File: src/rtl/forthsuper_pkg.sv
// Shared forthsuper definitions: character constants, the loader state enum
// and a character classifier reused by the outer interpreter and atoi.
// Optional feature macro: TIB_ECHO_EN adds the ECH (echo) state.
package forthsuper_pkg;

  localparam logic [7:0] NUL   = 8'h00;
  localparam logic [7:0] BS    = 8'h08;
  localparam logic [7:0] TAB   = 8'h09;
  localparam logic [7:0] LF    = 8'h0A;
  localparam logic [7:0] CR    = 8'h0D;
  localparam logic [7:0] SP    = 8'h20;
  localparam logic [7:0] TILDE = 8'h7E;
  localparam logic [7:0] DEL   = 8'h7F;

  typedef enum logic [2:0] {
    RCV,
    WR,
    TRM,
    RDY
`ifdef TIB_ECHO_EN
    , ECH
`endif
  } tib_state_t;

  typedef enum logic [1:0] {
    CH_PRINT,
    CH_ERASE,
    CH_EOL,
    CH_OTHER
  } char_class_t;

  // TAB counts as printable; it is stored as a space by the loader.
  function automatic char_class_t char_class(input logic [7:0] c);
    if ((c >= SP && c <= TILDE) || c == TAB) return CH_PRINT;
    if (c == BS || c == DEL) return CH_ERASE;
    if (c == CR || c == LF) return CH_EOL;
    return CH_OTHER;
  endfunction

endpackage

File: src/rtl/mb8_io.sv
// Byte-wide memory write bus: we = write enable, ai = address, vi = data.
interface mb8_io #(
  parameter int MSZ = 8,
  parameter int ASZ = 17
) ();
  logic           we;
  logic [ASZ-1:0] ai;
  logic [MSZ-1:0] vi;

  modport master (output we, output ai, output vi);
  modport slave  (input we, input ai, input vi);
endinterface

File: src/rtl/tib_loader.sv
// Terminal input buffer loader: collects a line of characters from a byte
// stream into memory at TIB, handles backspace, terminates the line with NUL
// and holds it until the consumer acknowledges it.
// Optional feature macro: TIB_ECHO_EN (echo accepted characters on tx_*).
//
// state | meaning
// RCV   | waiting for an incoming byte (only state with rx_rdy=1)
// WR    | storing a printable byte, or dropping it when the buffer is full
// TRM   | writing the NUL terminator at TIB+len
// RDY   | complete line present, waiting for ack
// ECH   | (echo builds only) presenting the accepted byte on tx until taken
module tib_loader
  import forthsuper_pkg::*;
#(
  parameter int unsigned TIB    = 'h0,
  parameter int unsigned TIB_SZ = 256,
  parameter int          MSZ    = 8,
  parameter int          ASZ    = 17
) (
  input  logic           clk,
  input  logic           rst,
  mb8_io.master          mb_if,
  input  logic           rx_vld,
  input  logic [MSZ-1:0] rx_dat,
  output logic           rx_rdy,
  input  logic           ack,
  output logic           rdy,
  output logic [ASZ-1:0] len,
  output logic           ovf
`ifdef TIB_ECHO_EN
  ,
  output logic           tx_vld,
  output logic [MSZ-1:0] tx_dat,
  input  logic           tx_rdy
`endif
);

  localparam logic [ASZ-1:0] TIB_A   = ASZ'(TIB);
  // Last slot is reserved for the terminator, so len tops out one short.
  localparam logic [ASZ-1:0] LEN_MAX = ASZ'(TIB_SZ - 1);

  tib_state_t     state;
  char_class_t    cls;
  logic [MSZ-1:0] chr;

`ifdef TIB_ECHO_EN
  // Set when the echo in progress is the line end, so ECH proceeds to TRM.
  logic ech_trm;
`endif

  // Classify the incoming byte; anything with bits above the low byte set is
  // treated as an ignorable control byte.
  always_comb begin
    cls = char_class(8'(rx_dat));
    if (MSZ > 8 && (rx_dat >> 8) != '0) cls = CH_OTHER;
    chr = (rx_dat == MSZ'(TAB)) ? MSZ'(SP) : rx_dat;
  end

  // Line-assembly FSM with all outputs registered.
  always_ff @(posedge clk) begin
    if (rst) begin
      state    <= RCV;
      len      <= '0;
      ovf      <= 1'b0;
      rdy      <= 1'b0;
      rx_rdy   <= 1'b0;
      mb_if.we <= 1'b0;
      mb_if.ai <= TIB_A;
      mb_if.vi <= '0;
`ifdef TIB_ECHO_EN
      tx_vld   <= 1'b0;
      tx_dat   <= '0;
      ech_trm  <= 1'b0;
`endif
    end else begin
      mb_if.we <= 1'b0;
      case (state)
        RCV: begin
          rx_rdy <= 1'b1;
          if (rx_vld && rx_rdy) begin
            case (cls)
              CH_PRINT: begin
                // The write is set up here so we is high for exactly the WR cycle.
                rx_rdy   <= 1'b0;
                state    <= WR;
                mb_if.we <= (len != LEN_MAX);
                mb_if.ai <= TIB_A + len;
                mb_if.vi <= chr;
`ifdef TIB_ECHO_EN
                tx_dat   <= chr;
`endif
              end
              CH_ERASE: begin
                if (len != '0) begin
                  len <= len - ASZ'(1);
`ifdef TIB_ECHO_EN
                  // Only echo an erase that actually removed a character.
                  rx_rdy  <= 1'b0;
                  tx_vld  <= 1'b1;
                  tx_dat  <= rx_dat;
                  ech_trm <= 1'b0;
                  state   <= ECH;
`endif
                end
              end
              CH_EOL: begin
                rx_rdy <= 1'b0;
`ifdef TIB_ECHO_EN
                tx_vld  <= 1'b1;
                tx_dat  <= rx_dat;
                ech_trm <= 1'b1;
                state   <= ECH;
`else
                state    <= TRM;
                mb_if.we <= 1'b1;
                mb_if.ai <= TIB_A + len;
                mb_if.vi <= MSZ'(NUL);
`endif
              end
              default: ;
            endcase
          end
        end

        WR: begin
          if (len != LEN_MAX) len <= len + ASZ'(1);
          else                ovf <= 1'b1;
`ifdef TIB_ECHO_EN
          if (len != LEN_MAX) begin
            tx_vld  <= 1'b1;
            ech_trm <= 1'b0;
            state   <= ECH;
          end else begin
            rx_rdy <= 1'b1;
            state  <= RCV;
          end
`else
          rx_rdy <= 1'b1;
          state  <= RCV;
`endif
        end

        TRM: begin
          rdy   <= 1'b1;
          state <= RDY;
        end

        RDY: begin
          if (ack) begin
            rdy    <= 1'b0;
            len    <= '0;
            ovf    <= 1'b0;
            rx_rdy <= 1'b1;
            state  <= RCV;
          end
        end

`ifdef TIB_ECHO_EN
        ECH: begin
          if (tx_rdy) begin
            tx_vld <= 1'b0;
            if (ech_trm) begin
              state    <= TRM;
              mb_if.we <= 1'b1;
              mb_if.ai <= TIB_A + len;
              mb_if.vi <= MSZ'(NUL);
            end else begin
              rx_rdy <= 1'b1;
              state  <= RCV;
            end
          end
        end
`endif

        default: begin
          rx_rdy <= 1'b0;
          state  <= RCV;
        end
      endcase
    end
  end

endmodule

File: src/flat_wrapper.sv
// flat-port wrapper written by rule: the top's interface ports become plain ports
module tib_loader_flat import forthsuper_pkg::*;
#(
  parameter int unsigned TIB    = 'h0,
  parameter int unsigned TIB_SZ = 256,
  parameter int          MSZ    = 8,
  parameter int          ASZ    = 17
)
  (clk, rst, rx_vld, rx_dat, rx_rdy, ack, rdy, len, ovf, mb_if_we, mb_if_ai, mb_if_vi);
  mb8_io #(.MSZ(MSZ), .ASZ(ASZ)) mb_if_i ();
  input  logic clk;
  input  logic rst;
  input  logic rx_vld;
  input  logic [MSZ-1:0] rx_dat;
  output logic rx_rdy;
  input  logic ack;
  output logic rdy;
  output logic [ASZ-1:0] len;
  output logic ovf;
  output wire logic [$bits(mb_if_i.we)-1:0] mb_if_we;
  output wire logic [$bits(mb_if_i.ai)-1:0] mb_if_ai;
  output wire logic [$bits(mb_if_i.vi)-1:0] mb_if_vi;
  assign mb_if_we = mb_if_i.we;
  assign mb_if_ai = mb_if_i.ai;
  assign mb_if_vi = mb_if_i.vi;
  tib_loader #(.TIB(TIB), .TIB_SZ(TIB_SZ), .MSZ(MSZ), .ASZ(ASZ)) u_core (.clk(clk), .rst(rst), .mb_if(mb_if_i), .rx_vld(rx_vld), .rx_dat(rx_dat), .rx_rdy(rx_rdy), .ack(ack), .rdy(rdy), .len(len), .ovf(ovf));
endmodule
File: config.mk
export PLATFORM = sky130hd
export DESIGN_NAME = tib_loader_flat
export DESIGN_NICKNAME = d
export VERILOG_FILES = /design/src/rtl/forthsuper_pkg.sv /design/src/rtl/mb8_io.sv /design/src/rtl/tib_loader.sv /design/src/flat_wrapper.sv
export SDC_FILE = /design/constraint.sdc
export NUM_CORES = 1
export LEC_CHECK = 0
export ABC_AREA = 0
export BUFFER_PORTS_ARGS = -buffer_cell sky130_fd_sc_hd__buf_2
export CORE_MARGIN = 2
export CORE_UTILIZATION = 30
export CTS_CLUSTER_DIAMETER = 100
export DETAILED_ROUTE_END_ITERATION = 8
export GPL_ROUTABILITY_DRIVEN = 0
export HOLD_SLACK_MARGIN = 0.02
export PLACE_DENSITY_LB_ADDON = 0.1
export SETUP_SLACK_MARGIN = 0.2
export SLEW_MARGIN = 20
export SYNTH_ARGS = -nofsm -noshare
export SYNTH_HDL_FRONTEND = slang
export SYNTH_SLANG_ARGS = --single-unit
export TNS_END_PERCENT = 20
File: constraint.sdc
create_clock -name clk -period 5.6 [get_ports clk]
set_clock_uncertainty 0.2 [all_clocks]
set_input_delay 1.4 -clock clk [delete_from_list [all_inputs] [get_ports clk]]
set_output_delay 1.4 -clock clk [all_outputs]
set_load 0.005 [all_outputs]
==> results of run 1 <==
==> metrics by stage <==
step	instance area, sq um	util, %	hold WS (ns)	setup slack [ns]	instances
after floorplan	2671	-	0.2618	1.937	317
after global placement	3054	35.19	0.2514	1.398	471
after detailed placement	3054	35.19	0.2587	1.360	471
after CTS	3181	36.65	0.2710	1.688	479
after global routing	3181	36.65	0.3007	1.483	479
final	3181	36.65	0.2677	1.701	479
==> worst min-delay path, stage by stage (launching register included) <==
cell,delay [ns]
dfxtp_1,0.31
nand2b_1,0.06
a21oi_1,0.05
==> worst max-delay path by stage <==
stage               startpoint                  end  slack, ns  cells after the start
3_3_place_gp         rx_dat[7]   u_core.mb_if.vi[4]       1.40                      8
4_1_cts              rx_dat[7]  u_core.mb_if.ai[16]       1.69                      8
2_1_floorplan        rx_dat[7]       u_core.len[16]       1.94                      6
6_report             rx_dat[7]   u_core.mb_if.vi[4]       1.70                      8
3_5_place_dp         rx_dat[7]  u_core.mb_if.ai[16]       1.36                      8
5_1_grt        u_core.state[1]       u_core.len[16]       1.48                      9
==> flip-flops by register name, indices dropped and copies added, names as in the netlist <==
register,count
u_core.state,2
u_core.mb_if.ai,17
u_core.len,17
u_core.ovf,1
u_core.rx_rdy,1
u_core.mb_if.we,1
u_core.rdy,1
u_core.mb_if.vi,8
==> metal layers <==
| layer | up-vias | wire length, microns | global-route usage (%) |
|---|---|---|---|
| met5 | - | 0 | 0 |
| met4 | 0 | 82 | 4.531 |
| met3 | 7 | 296 | 2.863 |
| met2 | 44 | 3202 | 23.97 |
| met1 | 1149 | 3508 | 20.20 |
| li1 | 1250 | - | - |
==> layout make-up <==
class                           count  area, sq um
Clock inverter                      1        30.03
Timing Repair Buffer               59        300.3
Multi-Input combinational cell    242         1605
Clock buffer                        7        96.34
Inverter                           14        52.55
Sequential cell                    48        960.9
Fill cell                         952         5498
Tap cell                          108        135.1
==> report_power, final <==
part / switching [mW] / internal, mW / total, mW
combinational: 0.0310 / 0.0189 / 0.0498
sequential: 0.00192 / 0.344 / 0.346
clock: 0.115 / 0.158 / 0.272
==> placed cells by master, fill, tap and decap left out, types with 3 or more instances in the layout <==
cell type  instances
o32ai_1            7
nand2b_1           8
nand2_1           30
nor2_1            41
nand3_1            9
ha_1              15
or4_4              3
xnor2_1           10
mux2i_1           23
buf_2             57
clkbuf_8           7
nand4_1            7
nor3_1             5
o21ai_0           12
or3_1              3
nor4_1             4
a21oi_1           29
inv_1             14
dfxtp_1           48
o211ai_1           4
==> cell families (layout without fill, tap and decap cells) <==
logic type / Yosys count / after routing
buffers and inverters: 27 / 81
flip-flops: 48 / 48
AND/OR/NAND/NOR: 120 / 120
multiplexers: 23 / 23
XOR/XNOR: 11 / 11
AO/OA/AOI/OAI: 72 / 72
adder cells (fa/ha/maj): 16 / 16
==> flow_summary_export.csv, run 1 <==
group,metric,value,unit
timing,setup_viol,0,
synth,ys_async_sr_fraction,0,%
setup_path,cp_data_required_time,5.56,ns
floorplanning,row_count,34,
layout,nNetsFinal,398,
synth,synth_xor_area_share,3.607,%
synth,mappedNetlistArea,2671,sq um
synth,yosys_most_used_dff,"dfxtp_1",
global_route,grt_pass1_vias,2334,
timing,rsz0062_at_grt,"no",
synth,yosys.area.top_type_share,35.97,%
routing,num_vias,2450,
layout,diodes,0,
global_route,grt_max_degree,50,
synth,ys_seq_area_share,35.97,%
global_route,antenna_found_initial,0,
setup_path,crit_arrival,3.86,ns
routing,drt_iter0_drc,97,
setup_path,critPathMaxFanout,17,
synth,synth_edf_count,0,
synth,syn_avg_cell_area,8.427,sq um
clocking,root_buffer,"clkbuf_8",
setup_path,critPathKind,"in2reg",
hold_path,hold_class,"reg2reg",
synth,synth_top_family_by_area,"simple AND/OR/NAND/NOR gates",
floorplanning,ios,58,
synth,synth-simple-area-share,21.78,%
power,powerDensity,209.9,nW/um^2
power,p_leak,1.362,nW
layout,drive_gt1_share,19.95,%
global_route,overflow,0,
routing,drt_first_pass_iters,4,
layout,syn2layout_area_growth,19.06,%
timing,worst_pin_slew,0.9164,ns
clocking,cts.repair.resized,0,
timing,fmax,0.2564,GHz
placement,io_buffers,57,
timing,fin_crit,3.899,ns
clocking,numCtsBuffers,5,
clocking,cts_tree,"done",
synth,yosys-top-cells-count,"dfxtp_1, nor2_1, nand2_1",
routing,ant_nets,0,
synth,syn-instance-count,317,
setup_path,slowest_delay,0.61,ns
routing,route.detailed.drc,0,
setup_path,critPathTopFamily,"simple AND/OR/NAND/NOR gates",
hold_path,hold_path_end,"u_core.mb_if.vi[3]",
timing,fin_crit_sh,69.63,%
power,total_power,0.6677,mW
routing,wl_per_cell,14.80,microns
synth,synthMuxAreaShare,8.618,%
clocking,post_cts_buffers,0,
clocking,cts.hold.buffers_added,0,
hold_path,hp-start,"u_core.mb_if.vi[3]",
flow_run,maxCapViolations,0,
global_route,grt_usage,14.88,%
floorplanning,die_h,98.36,microns
timing,relSlewSlack,38.91,%
setup_path,end_kind,"flop",
floorplanning,core-area,8678,sq um
clocking,clk_path_buf_depth,2,
placement,hpwl,5265,microns
outcome,status,"finished clean",
synth,ys_top_cells_by_area,"dfxtp_1, mux2i_1, ha_1, nor2_1, a21oi_1",
clocking,cts.clk_slew.worst_paths,0.09,ns
synth,synth-compound-area-share,17.99,%
synth,syn-num-nets,345,
clocking,htreeDepth,2,
synth,synth.most_common_cell,"dfxtp_1",
setup_path,slowest_stage,"or4b_1",
setup_path,path_buf_inv,2,
hold_path,hold_depth,2,
setup_path,rr_worst_depth,9,
timing,tns,0,ns
setup_path,reg2reg_from,"u_core.state[1]",
floorplanning,die-area,9675,sq um
synth,synth_cell_types,48,
floorplanning,die-width,98.36,microns
clocking,clk_latency,0.30,ns
routing,via_per_inst,5.115,
synth,ys_ff_latch,48,
setup_path,ff2ff_setup_slack,1.80,ns
floorplanning,initial_core_util,30.78,%
timing,slew_violations,0,
power,worst_ir_drop_vdd,0.1087,mV
synth,post_synth_fa_ha_maj_area_fraction,7.775,%
clocking,clkSinkCount,48,
timing,hold_viol_final,0,
synth,yosys.area.top_type,"dfxtp_1",
setup_path,cp-start-kind,"input pin",
synth,yosysWarnings,0,
global_route,grt_pass1_wl,11720,microns
routing,routed_wirelength,7089,microns
setup_path,path_cells,"buf_2, nand2b_1, or4_4, or4b_1, a31oi_4, buf_4, mux2i_1, nor2_1",
setup_path,r2r-end,"u_core.len[16]",
(Power assumes the default switching activity.)
==> run 2: changes to the inputs <==
- clock period: 5.6 -> 3.85 ns (I/O delays scaled with it)
==> run 2 against run 1 <==
Effect of this change: via count is 0.24% lower; clock power rose by 42%; non-clock buffer count increased by 4; first-iteration DRC count down 41%; register-to-register slack worse by 1.1 ns; flip-flop and latch count is the same; die area unchanged; worst hold slack gained 0.0058 ns; global-route usage grew 0.25 points; power up 44%; wire length up 0.45%; utilization up 0.32 points.
==> flow_summary_export.csv, run 2 (synthesis gave the netlist of run 1 again) <==
group,metric,value,unit
outcome,status,"finished clean",
global_route,overflow,0,
clocking,cts_tree,"done",
setup_path,cp-start-kind,"flop",
clocking,cts.clk_slew.worst_paths,0.09,ns
timing,setup_viol,0,
setup_path,cp_data_required_time,3.83,ns
clocking,htreeDepth,2,
layout,finalNonFillerCells,483,
placement,io_buffers,57,
routing,via_per_inst,5.060,
timing,hold_viol_final,0,
setup_path,path_cells,"nand2b_2, inv_1, fa_1, nand2b_1, a211oi_1, a41oi_1, o21ai_0, or4_4, a41oi_2",
global_route,antenna_found_initial,0,
global_route,grt_max_degree,28,
layout,drive_gt1_share,21.07,%
setup_path,path_buf_inv,1,
routing,ant_nets,0,
power,combPwrFrac,7.8,%
setup_path,critPathMaxFanout,9,
layout,final_core_util,36.97,%
timing,setup_slack,0.6574,ns
timing,fin_crit_sh,82.93,%
routing,num_vias,2444,
layout,reg_top3,"u_core.len: 17 flops, u_core.mb_if.ai: 17 flops, u_core.mb_if.vi: 8 flops",
setup_path,end_kind,"flop",
layout,final_common_cell,"buf_2",
clocking,clk_path_buf_depth,2,
power,p_leak,1.378,nW
placement,placed_cells,475,
floorplanning,die-area,9675,sq um
floorplanning,ios,58,
power,switching_power,0.2228,mW
power,sw_frac_of_total,23.10,%
timing,relSlewSlack,59.06,%
timing,fin_crit,3.193,ns
power,power.internal,0.7418,mW
placement,dpl_cell_area,3084,sq um
layout,final_cell_mix,"buf_2, dfxtp_1, nor2_1",
setup_path,critPathTopFamily,"compound AO/OA/AOI/OAI gates",
timing,worst_pin_slew,0.6061,ns
power,powerDensity,300.7,nW/um^2
clocking,post_cts_buffers,0,
floorplanning,die-width,98.36,microns
setup_path,slowest_delay,0.44,ns
clocking,clkSinkCount,48,
routing,wl_per_cell,14.74,microns
timing,holdWs,0.2735,ns
placement,place_ws,0.3747,ns
setup_path,crit_arrival,3.17,ns
global_route,grt_pass1_vias,2397,
global_route,grt_usage,15.13,%
clocking,root_buffer,"clkbuf_8",
routing,drt_first_pass_iters,4,
setup_path,slowest_stage,"dfxtp_1",
floorplanning,row_count,34,
setup_path,critPathKind,"reg2reg",
layout,diodes,0,
power,worst_ir_drop_vdd,0.1477,mV
global_route,grt_pass1_wl,12070,microns
layout,fin_area,3208,sq um
floorplanning,initial_core_util,30.78,%
timing,rsz0062_at_grt,"no",
floorplanning,core-area,8678,sq um
placement,hpwl,5359,microns
timing,slew_violations,0,
clocking,numCtsBuffers,5,
routing,routed_wirelength,7121,microns
hold_path,hold_class,"reg2reg",
clocking,clk_latency,0.30,ns
routing,route.detailed.drc,0,
power,total_power,0.9646,mW
flow_run,maxCapViolations,0,
layout,nNetsFinal,402,
power,p_clk_share,40.1,%
power,p_seq_share,52.1,%
layout,syn2layout_area_growth,20.09,%
floorplanning,die_h,98.36,microns
timing,tns,0,ns
routing,drt_iter0_drc,57,
timing,fmax,0.3132,GHz
-- run 2: worst paths after layout --
check / startpoint / end / slack (ns) / depth (start not counted)
hold / removal: u_core.mb_if.vi[1] / u_core.mb_if.vi[1] / 0.27 / 2
hold reg to reg: u_core.mb_if.vi[1] / u_core.mb_if.vi[1] / 0.27 / 2
setup reg to reg: u_core.state[1] / u_core.len[16] / 0.66 / 9
setup / recovery: u_core.state[1] / u_core.len[16] / 0.66 / 9
-- run 2: worst register-to-register path: stages (launching register included) --
cell and delay (ns):
dfxtp_1 0.44, nand2b_2 0.29, inv_1 0.14, fa_1 0.40, nand2b_1 0.20, a211oi_1 0.35, a41oi_1 0.36, o21ai_0 0.41
or4_4 0.19, a41oi_2 0.10
-- run 2: cell type report --
class	instances	area, sq um
clock buffers	6	82.58
inverters	14	52.55
well taps	108	135.1
clock inverters	2	38.79
fillers	950	5470
flip-flops and latches	48	960.9
multi-input cells	242	1608
repair buffers	63	330.3
-- run 2: power by group through the flow --
stage	clock network (mW)	logic (mW)	registers [mW]
global route	0.423	0.0849	0.503
global placement	0	0.0761	0.514
detailed placement	0	0.0761	0.514
floorplan	0	0.0491	0.514
finish	0.387	0.0756	0.502
CTS	0.404	0.0765	0.502
-- run 2: timing repair --
item,CTS,global route
resized for setup,0,1
hold buffers,0,0
setup endpoints to repair,0,1
-- run 2: metal layers --
metal / up-vias / part of all wire, % / global-route usage (%)
li1: 1258 / - / -
met1: 1124 / 50 / 21.36
met2: 54 / 45 / 23.55
met3: 8 / 4.4 / 2.863
met4: 0 / 1.5 / 4.426
met5: - / 0 / 0
==> run 3: changes to the inputs <==
- clock period: 3.85 -> 3.2 ns (I/O delays scaled with it)
==> run 3 against run 2 <==
Effect of this change: combinational power up 24%; utilization up 0.58 points; cell area up 1.6%; sequential power up 20%; die area unchanged; final cell count up 1.7%; flip-flop and latch count unchanged; first-iteration DRC count up 46%; non-clock buffer count up 8; critical path type is now in2reg; critical endpoint is now u_core.len[10]; largest cell class unchanged.
==> flow_summary_export.csv, run 3 (synthesis gave the netlist of run 1 again) <==
group,metric,value,unit
clocking,cts.hold.buffers_added,0,
setup_path,critPathMaxFanout,7,
outcome,status,"finished clean",
timing,slew_violations,0,
global_route,grt_pass1_vias,2359,
clocking,cts.repair.resized,0,
timing,fin_crit_sh,90.65,%
layout,diodes,0,
clocking,cts_tree,"done",
hold_path,hold_path_end,"u_core.mb_if.vi[3]",
timing,setup_viol,0,
setup_path,cp_data_required_time,3.22,ns
routing,drt_first_pass_iters,4,
layout,final_common_cell,"buf_2",
power,total_power,1.063,mW
layout,seq_area,960.9,sq um
setup_path,crit_arrival,2.92,ns
global_route,grt_pass1_wl,12160,microns
routing,route.detailed.drc,0,
floorplanning,die_h,98.36,microns
placement,io_buffers,57,
clocking,cts.clk_slew.worst_paths,0.09,ns
layout,reg_top3,"u_core.len: 17 flops, u_core.mb_if.ai: 17 flops, u_core.mb_if.vi: 8 flops",
layout,drive_gt1_share,22.19,%
clocking,htreeDepth,2,
layout,multi_input_area,1605,sq um
timing,fmax,0.3447,GHz
setup_path,end_kind,"flop",
timing,hold_viol_final,0,
floorplanning,core-area,8678,sq um
global_route,grt_usage,15.56,%
layout,nFillCells,957,
setup_path,ff2ff_setup_slack,0.40,ns
power,p_clk_share,34.4,%
floorplanning,die-area,9675,sq um
placement,dpl_cell_area,3169,sq um
floorplanning,ios,58,
clocking,clk_path_buf_depth,2,
clocking,post_cts_buffers,0,
flow_run,maxCapViolations,0,
floorplanning,row_count,34,
power,powerDensity,326.2,nW/um^2
setup_path,startpoint,"rx_dat[7]",
clocking,clkSinkCount,48,
setup_path,reg2reg_from,"u_core.state[1]",
routing,drt_iter0_drc,83,
setup_path,critPathKind,"in2reg",
layout,final_cell_mix,"buf_2, dfxtp_1, nor2_1",
power,p_leak,1.404,nW
timing,tns,0,ns
clocking,numCtsBuffers,5,
global_route,grt_max_degree,33,
power,p_seq_share,56.8,%
setup_path,cp-start-kind,"input pin",
hold_path,hold_class,"reg2reg",
routing,routed_wirelength,7258,microns
timing,relSlewSlack,60.88,%
power,combPwrFrac,8.8,%
power,sw_frac_of_total,25.28,%
routing,via_per_inst,5.112,
clocking,clk_latency,0.30,ns
routing,wl_per_cell,14.78,microns
clocking,root_buffer,"clkbuf_8",
hold_path,hp-start,"u_core.mb_if.vi[3]",
global_route,overflow,0,
routing,ant_nets,0,
floorplanning,die-width,98.36,microns
placement,hpwl,5455,microns
power,power.internal,0.7941,mW
power,worst_ir_drop_vdd,0.1432,mV
layout,fin_area,3258,sq um
timing,worst_pin_slew,0.5720,ns
layout,final_core_util,37.54,%
timing,rsz0062_at_grt,"no",
floorplanning,initial_core_util,30.78,%
power,switching_power,0.2686,mW
routing,num_vias,2510,
global_route,antenna_found_initial,0,
hold_path,hold_depth,2,
layout,nNetsFinal,410,
layout,syn2layout_area_growth,21.97,%
timing,fin_crit,2.901,ns
setup_path,r2r-end,"u_core.len[16]",
setup_path,rr_worst_depth,9,
==> run 3: changes by cell type in the layout (fill, tap and decap cells not counted) <==
cell	before	now
nand2b_1	7	8
clkbuf_8	6	5
clkinvlp_4	0	1
nand2b_2	1	0
clkbuf_1	0	1
bufinv_16	1	0
buf_12	0	2
buf_4	6	12
==> run 3: layout make-up <==
class / instances / area share, %
clock buffers: 6 / 2.227
clock inverters: 2 / 0.4992
inverters: 14 / 1.613
multi-input cells: 242 / 49.27
flip-flops and latches: 48 / 29.49
well taps: 108 / 4.147
repair buffers: 71 / 12.75
==> run 3: metrics by stage <==
stage / std cells / setup WS [ns] / hold slack [ns]
2_1_floorplan: 317 / 0.1374 / 0.2618
3_3_place_gp: 483 / 0.03370 / 0.2519
3_5_place_dp: 483 / -0.01137 / 0.2608
4_1_cts: 491 / 0.3062 / 0.2738
5_1_grt: 491 / 0.2090 / 0.2841
6_report: 491 / 0.2992 / 0.2693
==> run 3: critical path, cell delays in order <==
cell	delay [ns]
buf_2	0.10
nand2b_1	0.14
or4_4	0.43
or4_4	0.44
a311o_1	0.33
or3_1	0.50
o32ai_1	0.17
==> run 3: how the worst max path moves through the flow <==
stage / end / slack [ns]
6_report: u_core.len[10] / 0.30
5_1_grt: u_core.len[14] / 0.21
4_1_cts: u_core.len[14] / 0.31
3_5_place_dp: u_core.len[14] / -0.01
3_3_place_gp: u_core.len[16] / 0.03
2_1_floorplan: u_core.len[16] / 0.14
==> run 3: layer usage <==
metal | vias to the layer above | GRT usage, % | share of wire [%]
met5 | - | 0 | 0
met4 | 0 | 5.374 | 1.6
met3 | 8 | 3.006 | 4.0
met2 | 48 | 23.60 | 45
met1 | 1178 | 22.10 | 50
li1 | 1276 | - | -
==> run 3: power groups by stage <==
| stage | combinational (mW) | sequential (mW) | clock (mW) |
|---|---|---|---|
| CTS | 0.0942 | 0.604 | 0.381 |
| global route | 0.105 | 0.605 | 0.402 |
| global placement | 0.0939 | 0.618 | 0 |
| finish | 0.0934 | 0.604 | 0.366 |
| detailed placement | 0.0939 | 0.618 | 0 |
| floorplan | 0.0591 | 0.618 | 0 |
